[config.mk]
export PLATFORM = sky130hd
export DESIGN_NAME = mem_port_arbiter
export DESIGN_NICKNAME = d
export VERILOG_FILES = /design/src/rtl/mem_port_arbiter.sv
export SDC_FILE = /design/constraint.sdc
export NUM_CORES = 1
export LEC_CHECK = 0
export BUFFER_PORTS_ARGS = -buffer_cell sky130_fd_sc_hd__buf_2
export CAP_MARGIN = 20
export CORE_AREA = 2 2 118 120
export DETAILED_ROUTE_END_ITERATION = 12
export DIE_AREA = 0 0 120 122
export PLACE_DENSITY = 0.76
export SYNTH_ARGS = -nofsm -noshare
export SYNTH_HDL_FRONTEND = slang
export SYNTH_SLANG_ARGS = --single-unit
[constraint.sdc]
create_clock -name clk -period 5.1 [get_ports clk]
set_clock_uncertainty 0.15 [all_clocks]
set_input_delay 0.255 -clock clk [delete_from_list [all_inputs] [get_ports clk]]
set_output_delay 0.255 -clock clk [all_outputs]
set_load 0.02 [all_outputs]
[src/rtl/mem_port_arbiter.sv]
// rtl/mem_port_arbiter.sv - two-master round-robin arbiter with region protection in front of the memory controller
module mem_port_arbiter #(
    parameter logic [31:0] ROM_END = 32'd152099,
    parameter logic [31:0] RAM_END = 32'd305735,
    parameter logic [31:0] IO_ADDR = 32'd305736
) (
    input  logic        clk,
    input  logic        reset,
    input  logic        m0_req,
    input  logic        m0_we,
    input  logic [31:0] m0_addr,
    input  logic [31:0] m0_wd,
    output logic        m0_ack,
    output logic        m0_rvalid,
    output logic [31:0] m0_rd,
    output logic        m0_err,
    input  logic        m1_req,
    input  logic        m1_we,
    input  logic [31:0] m1_addr,
    input  logic [31:0] m1_wd,
    output logic        m1_ack,
    output logic        m1_rvalid,
    output logic [31:0] m1_rd,
    output logic        m1_err,
    output logic [31:0] mem_addr,
    output logic [31:0] mem_wd,
    output logic        mem_we,
    input  logic [31:0] mem_rd,
    output logic        busy
);

    typedef enum logic [1:0] {
        IDLE  = 2'd0,
        ISSUE = 2'd1,
        DONE  = 2'd2
    } state_t;

    state_t      state;
    state_t      state_nxt;
    logic        last_gnt;
    logic        lat_id;
    logic        lat_we;
    logic [31:0] lat_addr;
    logic [31:0] lat_wd;
    logic [31:0] rsp_rd;
    logic        gnt_valid;
    logic        gnt_id;
    logic        is_ram;
    logic        is_oom;
    logic        illegal;

    // Pick a winner: a lone requester wins; on a tie the master not granted last time wins.
    always_comb begin
        gnt_valid = m0_req | m1_req;
        gnt_id    = 1'b0;
        if (m0_req && m1_req) begin
            gnt_id = ~last_gnt;
        end else begin
            gnt_id = m1_req;
        end
    end

    // Classify the latched address; writes only land in RAM and anything past the IO word is out of map.
    always_comb begin
        is_ram  = (lat_addr > ROM_END) && (lat_addr <= RAM_END);
        is_oom  = (lat_addr > IO_ADDR);
        illegal = (lat_we && !is_ram) || is_oom;
    end

    // Next-state and all port outputs; memory port is only driven while issuing.
    always_comb begin
        state_nxt = state;
        m0_ack    = 1'b0;
        m1_ack    = 1'b0;
        m0_rvalid = 1'b0;
        m1_rvalid = 1'b0;
        m0_rd     = 32'd0;
        m1_rd     = 32'd0;
        m0_err    = 1'b0;
        m1_err    = 1'b0;
        mem_addr  = 32'd0;
        mem_wd    = 32'd0;
        mem_we    = 1'b0;
        busy      = (state != IDLE);
        case (state)
            IDLE: begin
                if (gnt_valid) begin
                    m0_ack    = ~gnt_id;
                    m1_ack    = gnt_id;
                    state_nxt = ISSUE;
                end
            end
            ISSUE: begin
                mem_addr  = lat_addr;
                mem_wd    = lat_wd;
                mem_we    = lat_we && !illegal;
                state_nxt = DONE;
            end
            DONE: begin
                if (lat_id) begin
                    m1_rvalid = 1'b1;
                    m1_rd     = rsp_rd;
                    m1_err    = illegal;
                end else begin
                    m0_rvalid = 1'b1;
                    m0_rd     = rsp_rd;
                    m0_err    = illegal;
                end
                state_nxt = IDLE;
            end
            default: state_nxt = IDLE;
        endcase
    end

    // State register, request latch and response capture; reset drops any pending transaction.
    always_ff @(posedge clk) begin
        if (reset) begin
            state    <= IDLE;
            last_gnt <= 1'b1;
            lat_id   <= 1'b0;
            lat_we   <= 1'b0;
            lat_addr <= 32'd0;
            lat_wd   <= 32'd0;
            rsp_rd   <= 32'd0;
        end else begin
            state <= state_nxt;
            if (state == IDLE && gnt_valid) begin
                lat_id   <= gnt_id;
                last_gnt <= gnt_id;
                lat_we   <= gnt_id ? m1_we : m0_we;
                lat_addr <= gnt_id ? m1_addr : m0_addr;
                lat_wd   <= gnt_id ? m1_wd : m0_wd;
            end
            if (state == ISSUE) begin
                rsp_rd <= (!lat_we && !illegal) ? mem_rd : 32'd0;
            end
        end
    end

endmodule

==> summary.json, run 1 <==
{
  "run_status": "completed",
  "yosys_most_used_dff": "dfxtp_1",
  "fmax_mhz": 331,
  "port_buffers": 301,
  "route.detailed.drc": 0,
  "fraction_of_synthesized_cell_area_in_xor_and_xnor_cells_pct": 0,
  "totalNegativeSetupSlack_ns": 0,
  "die_height_um": 122,
  "total_routing_resource_utilization_after_global_routing_pct": 21.1,
  "synth_cell_types": 45,
  "wirelength_um": 16300,
  "final_min_period_over_clock_period_pct": 59.2,
  "synth_enable_flop_cells": 0,
  "unrepaired_setup_endpoints_after_global_routing": "false",
  "regToRegStartpoint": "state[1]",
  "die_width_um": 120,
  "hpwl_um": 11200,
  "p_sw_share_pct": 29.1,
  "post_synthesis_share_of_cell_area_spent_on_full_adders_half_adders_and_majority_gates_pct": 0,
  "cp-start-kind": "flip-flop",
  "yosysWarnings": 0,
  "gp_congestion": 0.771,
  "worst_setup_path_end_kind": "output port",
  "drt_pre_antenna_iters": 13,
  "power-per-cell-area_nw_per_um2": 283,
  "core_area_um2": 13500,
  "netlist_area_um2": 4840,
  "synth_top_family_by_area": "simple AND/OR/NAND/NOR gates",
  "final_util_pct": 53.4,
  "gr-total-overflow": 0,
  "ir_drop_uv": 147,
  "final_cell_mix": "buf_2, and2_1, dfxtp_1, nor2_1, a222oi_1",
  "floorplan.die_area_um2": 14600,
  "timing.critical_path.from": "lat_addr[9]",
  "maximum_buffer_depth_of_the_clock_tree": 2,
  "initial_antenna_violation_count": 2,
  "synthesis.instances": 530,
  "syn_nets": 696,
  "syn2layout_area_growth_pct": 48.9,
  "tritoncts": "yes",
  "start_util_pct": 35.8,
  "hold_buffers": 42,
  "cts.clk_slew.worst_paths_ns": 0.08,
  "ys_async_sr_fraction_pct": 0,
  "htree_levels": 3,
  "clkSinkCount": 101,
  "syn-mean-instance-area_um2": 9.13,
  "gr-usage-met1_pct": 24.0,
  "synth_seq_cells": 101,
  "clock_tree.root_cell": "clkbuf_16",
  "grt_pass1_vias": 4793,
  "maxCapViolations": 0,
  "highest_net_fanout_along_the_worst_path": 4,
  "ys_seq_area_share_pct": 41.8,
  "drt_iter0_markers": 406,
  "timing.final.setup_violations": 0,
  "layout.cells.most_common": "buf_2",
  "report.final.hold_viol_count": 0,
  "fraction_of_final_layout_cells_sized_beyond_drive_strength_1_pct": 40.5,
  "fin_crit_ns": 3.02,
  "gr_peak_layer": "met2",
  "via_per_inst": 5.21,
  "count_of_vias_placed_by_the_detailed_router": 5364,
  "ios": 302,
  "worst_ep_required_time_ns": 4.70,
  "clock_insertion_delay_worst_skew_ns": 0.35,
  "power_leakage_uw": 0.00361,
  "slew_headroom_pct": 33.4,
  "globalRouteMet3Util_pct": 4.78,
  "number_of_resized_instances_in_the_post_cts_repair_step": 0,
  "postCtsSetupBuffers": 0,
  "pwr-share-seq_pct": 44.5,
  "routedWlPerCell_um": 15.8,
  "switchingPower_uw": 595,
  "min-delay-start": "m0_wd[30]",
  "drtAntennaViolNets": 0,
  "cts_buffers": 9,
  "worst_ep_arrival_time_ns": 2.62,
  "tightestPinTransition_ns": 0.999,
  "synth_mux_area_share_pct": 3.93,
  "global_route.usage.met2_pct": 38.1,
  "grt_max_degree": 72,
  "yosys.area_share.simple_pct": 28.4,
  "cell_internal_pwr_uw": 1450,
  "power.share.clock_pct": 34.3,
  "nNetsFinal": 1010,
  "synth-compound-area-share_pct": 20.6,
  "comb_power_share_pct": 21.2,
  "rows": 43,
  "final-max-slew-violation-count": 0,
  "timing.setup.critical_path_class": "flip-flop to output port",
  "worstHoldPathType": "input port to flip-flop",
  "grt_first_pass_wirelength_um": 24200,
  "num-fill-cells": 1278
}
==> routing by layer <==
metal,vias to the layer above,share of wire (%)
met1,2498,39
li1,2574,-
met4,2,1.5
met5,-,0.080
met2,272,51
met3,18,7.7
==> cell type report <==
cell class                 instances  area, µm²  share of cell area, %
clock inverter                     7       81.3                   1.13
tap                              180        225                   3.12
clock buffer                       9        225                   3.12
antenna                            1       2.50                 0.0347
inverter                           1       3.75                 0.0521
sequential                       101       2020                   28.1
timing repair buffer             352       2050                   28.4
multi-input combinational        379       2600                   36.1
==> state kept, by name (all words and copies together) (netlist names) <==
| name | cells |
|---|---|
| last_gnt | 1 |
| lat_addr | 32 |
| lat_id | 1 |
| lat_wd | 32 |
| lat_we | 1 |
| rsp_rd | 32 |
| state | 2 |
==> cell usage after synthesis, types with 3 or more instances <==
master           n  share of area (%)
a211oi_1        20                3.1
nor3b_1          3               0.47
buf_4            3               0.47
nand3_1          4               0.41
a21oi_1          4               0.41
nor4_1           4               0.52
nor2_1          79                6.1
buf_6            3               0.70
a222oi_1        46                9.5
mux2i_1         19                3.9
nand2_1          5               0.39
a22o_1          30                5.4
clkbuf_1        32                2.5
nor3_1           7               0.72
dlygate4sd1_1    3               0.54
buf_2            6               0.62
and2_1         126                 16
dfxtp_1        101                 42
==> power groups by stage <==
stage	Clock (µW)	Sequential (µW)	Combinational [µW]
floorplan	0	905	262
finish	701	908	432
detailed placement	0	925	396
CTS	728	908	423
global route	754	919	474
global placement	0	924	385
==> path summary, 6_finish.rpt <==
path | to | slack, ns | depth (start not counted)
hold reg to reg | rsp_rd[18] | 0.34 | 1
setup / recovery | m0_err | 2.08 | 6
setup reg to reg | lat_wd[18] | 2.19 | 8
hold / removal | lat_wd[30] | 0.01 | 3
==> critical path, stage by stage, from the launching register on <==
cell and delay (ns):
dfxtp_1 0.40, or3b_4 0.42, o41a_1 0.48, a22oi_1 0.20, a211oi_1 0.11, nor3b_1 0.40
buf_2 0.25
==> cell families (layout without fill, tap and decap cells) <==
logic type / after synthesis / in the layout
buffers and inverters: 50 / 369
and+or+nand+nor: 249 / 249
muxes: 19 / 19
DFF: 101 / 101
AOI/OAI and AO/OA: 111 / 111
other: 0 / 1
==> stage by stage <==
step	instance area [µm²]	hold slack, ns	cells	power [µW]	setup WS, ns
3_5_place_dp	6430	0.318	969	1320	2.16
4_1_cts	7160	0.0000585	1027	2060	1.80
5_1_grt	7210	0.00807	1030	2150	1.95
6_report	7210	0.0129	1030	2040	2.08
3_3_place_gp	6400	0.315	968	1310	2.22
2_1_floorplan	4840	0.231	530	1170	2.68
(Power assumes the default switching activity.)
==> run 2: changes to the inputs <==
--- a/config.mk
+++ b/config.mk
@@ -7,10 +7,10 @@
 export LEC_CHECK = 0
 export BUFFER_PORTS_ARGS = -buffer_cell sky130_fd_sc_hd__buf_2
 export CAP_MARGIN = 20
-export CORE_AREA = 2 2 118 120
+export CORE_AREA = 2 2 116 118
 export DETAILED_ROUTE_END_ITERATION = 12
-export DIE_AREA = 0 0 120 122
-export PLACE_DENSITY = 0.76
+export DIE_AREA = 0 0 118 120
+export PLACE_DENSITY = 0.78
 export SYNTH_ARGS = -nofsm -noshare
 export SYNTH_HDL_FRONTEND = slang
 export SYNTH_SLANG_ARGS = --single-unit
==> constraint.sdc (replaced) <==
create_clock -name clk -period 3 [get_ports clk]
set_clock_uncertainty 0.15 [all_clocks]
set_input_delay 0.15 -clock clk [delete_from_list [all_inputs] [get_ports clk]]
set_output_delay 0.15 -clock clk [all_outputs]
set_load 0.02 [all_outputs]
==> summary.json, run 2 (synthesized netlist as in run 1, its figures left out) <==
{
  "ir_drop_uv": 263,
  "maxCapViolations": 0,
  "fraction_of_final_layout_cells_sized_beyond_drive_strength_1_pct": 36.3,
  "critical_path.cell_chain": "or2_1, or2_2, nor2_4, buf_12, a222oi_1, dlygate4sd3_1, nor2_1",
  "gp_congestion": 0.870,
  "worst_ep_required_time_ns": 3.12,
  "routedWlPerCell_um": 17.0,
  "rows": 42,
  "port_buffers": 301,
  "grt_pass1_vias": 6000,
  "timing.final.setup_violations": 0,
  "grt_first_pass_wirelength_um": 29400,
  "antenna_cells_inserted": 0,
  "postCtsSetupBuffers": 0,
  "drt_iter0_markers": 507,
  "place.detailed.instances": 969,
  "ios": 302,
  "htree_levels": 3,
  "slew_headroom_pct": 34.1,
  "report.final.hold_viol_count": 0,
  "fmax_mhz": 350,
  "worst_ep_arrival_time_ns": 2.97,
  "grt_max_degree": 71,
  "initial_antenna_violation_count": 0,
  "total_routing_resource_utilization_after_global_routing_pct": 25.9,
  "run_status": "completed",
  "route.detailed.drc": 0,
  "gr-total-overflow": 0,
  "final-max-slew-violation-count": 0,
  "power_leakage_uw": 0.00398,
  "core_area_um2": 13000,
  "fin_worst_hold_slack_ns": 0.0101,
  "count_of_vias_placed_by_the_detailed_router": 5966,
  "cp-start-kind": "flip-flop",
  "p_total_uw": 3690,
  "tightestPinTransition_ns": 0.988,
  "cts.clk_slew.worst_paths_ns": 0.07,
  "final_min_period_over_clock_period_pct": 95.3,
  "drt_pre_antenna_iters": 9,
  "regToRegStartpoint": "state[1]",
  "timing.critical_path.slowest_stage_cell": "dlygate4sd3_1",
  "clkSinkCount": 101,
  "final_cell_mix": "buf_2, dlygate4sd3_1, and2_1, dfxtp_1, nor2_1",
  "worstHoldPathType": "input port to flip-flop",
  "clock_tree.root_cell": "clkbuf_16",
  "unrepaired_setup_endpoints_after_global_routing": "false",
  "clock_insertion_delay_worst_skew_ns": 0.34,
  "layout_top_registers": "lat_addr x32, lat_wd x32, rsp_rd x32",
  "die_width_um": 118,
  "worst_setup_path_end_kind": "flip-flop",
  "maximum_buffer_depth_of_the_clock_tree": 2,
  "hpwl_um": 11400,
  "nNetsFinal": 1113,
  "die_height_um": 120,
  "final-instance-count-excl-fill": 1126,
  "layout.cells.most_common": "buf_2",
  "largest_stage_delay_on_the_critical_path_ns": 0.62,
  "syn2layout_area_growth_pct": 69.1,
  "via_per_inst": 5.30,
  "power-per-cell-area_nw_per_um2": 451,
  "fin_crit_ns": 2.86,
  "floorplan.die_area_um2": 14200,
  "timing.setup.critical_path_class": "flip-flop to flip-flop",
  "timing.critical_path.from": "state[1]",
  "wirelength_um": 19200,
  "highest_net_fanout_along_the_worst_path": 37,
  "tritoncts": "yes",
  "min-delay-start": "m1_wd[31]",
  "totalNegativeSetupSlack_ns": 0,
  "cts_buffers": 9,
  "drtAntennaViolNets": 0,
  "start_util_pct": 37.3
}
## run 2: cell count changes in the layout (fill, tap and decap cells not counted)
cell           before  now
inv_8               2    0
clkinvlp_4          2    1
dlygate4sd3_1      42  143
diode_2             1    0
buf_16              2    0
clkinv_4            0    1
clkbuf_8            0    2
o32ai_2             0    1
clkinv_2            1    0
o32ai_1             1    0
buf_4               6   10
inv_6               1    0
## run 2: path summary, 6_finish.rpt
kind,end,depth (start not counted),slack (ns)
min reg2reg,rsp_rd[5],1,0.34
min,lat_wd[31],3,0.01
max reg2reg,lat_addr[13],7,0.14
max,lat_addr[13],7,0.14
## run 2: layout make-up
| cell class | count | area, µm² |
|---|---|---|
| clock inverters | 3 | 46.3 |
| repair buffers | 455 | 3030 |
| flip-flops and latches | 101 | 2020 |
| well taps | 176 | 220 |
| inverters | 1 | 3.75 |
| clock buffers | 11 | 253 |
| fillers | 1027 | 4790 |
| multi-input cells | 379 | 2610 |
## run 2: per-stage QoR
stage | setup slack, ns | area, µm² | util, %
after floorplan | 0.682 | 4840 | -
after global placement | 0.519 | 6450 | 49.7
after detailed placement | 0.545 | 6450 | 49.7
after CTS | 0.162 | 8180 | 63.0
after global routing | 0.0434 | 8190 | 63.1
final | 0.142 | 8190 | 63.1
## run 2: what timing repair did
action	in CTS	in global routing
endpoints found under the setup margin	0	1
hold buffers	143	0
endpoints found under the hold margin	89	0
resized for setup	0	1
## run 2: metal layers
metal  vias up  global-route usage [%]  part of all wire, %
met5         -                       0                    0
met2       349                    47.1                   51
met1      2793                    28.2                   38
li1       2767                       -                    -
met4         0                    13.1                  3.5
met3        57                    5.94                  8.2
## run 2: critical path: cells and delay by family, from the launching register on
| family | cells | cell delay, ns |
|---|---|---|
| AO/OA/AOI/OAI | 1 | 0.13 |
| buffers and inverters | 2 | 0.88 |
| flip-flops | 1 | 0.36 |
| AND/OR/NAND/NOR | 4 | 1.26 |
## run 2: report_power, final
| group | switching [µW] | internal, µW | leakage, µW |
|---|---|---|---|
| combinational | 453 | 509 | 0.00301 |
| clock | 497 | 685 | 0.000144 |
| sequential | 91.6 | 1450 | 0.000829 |
==> run 3: changes to the inputs <==
--- a/config.mk
+++ b/config.mk
@@ -7,10 +7,10 @@
 export LEC_CHECK = 0
 export BUFFER_PORTS_ARGS = -buffer_cell sky130_fd_sc_hd__buf_2
 export CAP_MARGIN = 20
-export CORE_AREA = 2 2 116 118
+export CORE_ASPECT_RATIO = 1.2
+export CORE_UTILIZATION = 35
 export DETAILED_ROUTE_END_ITERATION = 12
-export DIE_AREA = 0 0 118 120
-export PLACE_DENSITY = 0.78
+export PLACE_DENSITY = 0.7
 export SYNTH_ARGS = -nofsm -noshare
 export SYNTH_HDL_FRONTEND = slang
 export SYNTH_SLANG_ARGS = --single-unit
==> constraint.sdc (replaced) <==
create_clock -name clk -period 2.6 [get_ports clk]
set_clock_uncertainty 0.15 [all_clocks]
set_input_delay 0.13 -clock clk [delete_from_list [all_inputs] [get_ports clk]]
set_output_delay 0.13 -clock clk [all_outputs]
set_load 0.02 [all_outputs]
==> summary.json, run 3 (synthesized netlist as in run 1, its figures left out) <==
{
  "unrepaired_setup_endpoints_after_global_routing": "true",
  "timing.final.setup_violations": 0,
  "gp_congestion": 0.810,
  "grt_first_pass_wirelength_um": 28500,
  "min-delay-start": "m1_wd[15]",
  "route.detailed.drc": 0,
  "p_total_uw": 4200,
  "regToRegStartpoint": "state[1]",
  "final_min_period_over_clock_period_pct": 98.3,
  "die_height_um": 131,
  "syn2layout_area_growth_pct": 73.5,
  "final-max-slew-violation-count": 0,
  "rows": 46,
  "switchingPower_uw": 1240,
  "report.final.hold_viol_count": 0,
  "drt_pre_antenna_iters": 9,
  "clock_insertion_delay_worst_skew_ns": 0.34,
  "ir_drop_uv": 339,
  "nNetsFinal": 1134,
  "highest_net_fanout_along_the_worst_path": 4,
  "clock_tree.root_cell": "clkbuf_16",
  "largest_stage_delay_on_the_critical_path_ns": 0.49,
  "critical_path.cell_chain": "or3b_4, o41a_1, nor2_1, o32ai_1, buf_4, nor3b_2, buf_4",
  "drt_iter0_markers": 584,
  "cp_common_cell": "buf_4",
  "comb_power_share_pct": 28.0,
  "post-route-worst-setup-slack_ns": 0.0431,
  "power.share.clock_pct": 29.6,
  "cts_buffers": 9,
  "cell_internal_pwr_uw": 2960,
  "count_of_vias_placed_by_the_detailed_router": 5992,
  "port_buffers": 301,
  "start_util_pct": 36.3,
  "p_sw_share_pct": 29.6,
  "timing.critical_path.from": "lat_addr[9]",
  "power-per-cell-area_nw_per_um2": 500,
  "post_placement_worst_setup_slack_ns": 0.146,
  "core_area_um2": 13400,
  "hpwl_um": 11500,
  "tritoncts": "yes",
  "fin_crit_ns": 2.56,
  "fin_worst_hold_slack_ns": 0.0124,
  "worstHoldPathType": "input port to flip-flop",
  "run_status": "completed",
  "timing.setup.critical_path_class": "flip-flop to output port",
  "power_leakage_uw": 0.00408,
  "maxCapViolations": 0,
  "grt_max_degree": 71,
  "fraction_of_final_layout_cells_sized_beyond_drive_strength_1_pct": 37.1,
  "floorplan.die_area_um2": 14300,
  "die_width_um": 109,
  "gr-total-overflow": 0,
  "tightestPinTransition_ns": 0.818,
  "cts.clk_slew.worst_paths_ns": 0.07,
  "layout_top_registers": "lat_addr x32, lat_wd x32, rsp_rd x32",
  "clkSinkCount": 101,
  "worst_ep_required_time_ns": 2.32,
  "routedWlPerCell_um": 16.7,
  "slew_headroom_pct": 45.2,
  "wirelength_um": 19100,
  "timing.critical_path.slowest_stage_cell": "o41a_1",
  "grt_pass1_vias": 5778,
  "pwr-share-seq_pct": 42.5,
  "initial_antenna_violation_count": 0,
  "final_cell_mix": "buf_2, dlygate4sd3_1, and2_1, dfxtp_1, nor2_1",
  "postCtsSetupBuffers": 0,
  "cp-start-kind": "flip-flop",
  "post-route-cell-area_um2": 8400,
  "num-fill-cells": 1087,
  "dpl_cell_area_um2": 6490,
  "htree_levels": 3,
  "worst_ep_arrival_time_ns": 2.28,
  "via_per_inst": 5.25,
  "ios": 302,
  "layout.cells.most_common": "buf_2",
  "maximum_buffer_depth_of_the_clock_tree": 2,
  "total_routing_resource_utilization_after_global_routing_pct": 25.8,
  "fmax_mhz": 391,
  "drtAntennaViolNets": 0,
  "worst_setup_path_end_kind": "output port",
  "totalNegativeSetupSlack_ns": 0
}
-- run 3: metal layers --
metal / vias to the layer above / track usage, % / share of wire (%)
met2: 354 / 47.4 / 51
met1: 2770 / 28.0 / 38
li1: 2822 / - / -
met3: 46 / 5.26 / 8.1
met5: - / 0 / 0
met4: 0 / 12.8 / 3.1
-- run 3: layout make-up --
type / count / area (µm²) / area share, %
Inverter: 1 / 3.75 / 0.0447
Clock buffer: 10 / 229 / 2.73
Timing Repair Buffer: 475 / 3230 / 38.4
Multi-Input combinational cell: 380 / 2670 / 31.7
Clock inverter: 5 / 37.5 / 0.447
Antenna cell: 1 / 2.50 / 0.0298
Sequential cell: 101 / 2020 / 24.1
Tap cell: 168 / 210 / 2.50
-- run 3: metrics by stage --
stage                     instances  utilization (%)
after floorplan                 530                -
after global placement          968             48.6
after detailed placement        968             48.6
after CTS                      1139             62.5
after global routing           1140             62.9
final                          1141             62.9
-- run 3: critical path, delay by kind of cell, from the launching register on --
family                 cells  cell delay [ns]
AND/OR/NAND/NOR            3             0.68
AO/OA/AOI/OAI              2             0.58
flip-flops                 1             0.35
buffers and inverters      2             0.33
-- run 3: worst paths after layout --
check             slack (ns)  cells after the start           to
setup / recovery        0.04                      7       m1_err
hold / removal          0.01                      3   lat_wd[15]
setup reg to reg        0.10                      6  lat_addr[6]
hold reg to reg         0.34                      1    rsp_rd[5]
-- run 3: power groups by stage --
stage	Combinational (µW)	Sequential, µW	Clock [µW]
after floorplan	515	1770	0
after global placement	804	1800	0
after detailed placement	810	1810	0
after CTS	1110	1780	1280
after global routing	1260	1800	1330
final	1170	1780	1240
-- run 3: repair_timing --
item | in CTS | in global routing
gates resized for setup | 7 | 9
setup endpoints to repair | 3 | 38
hold buffers | 156 | 0
hold endpoints to repair | 95 | 0
gates cloned | 0 | 1
pin swaps | 2 | 4
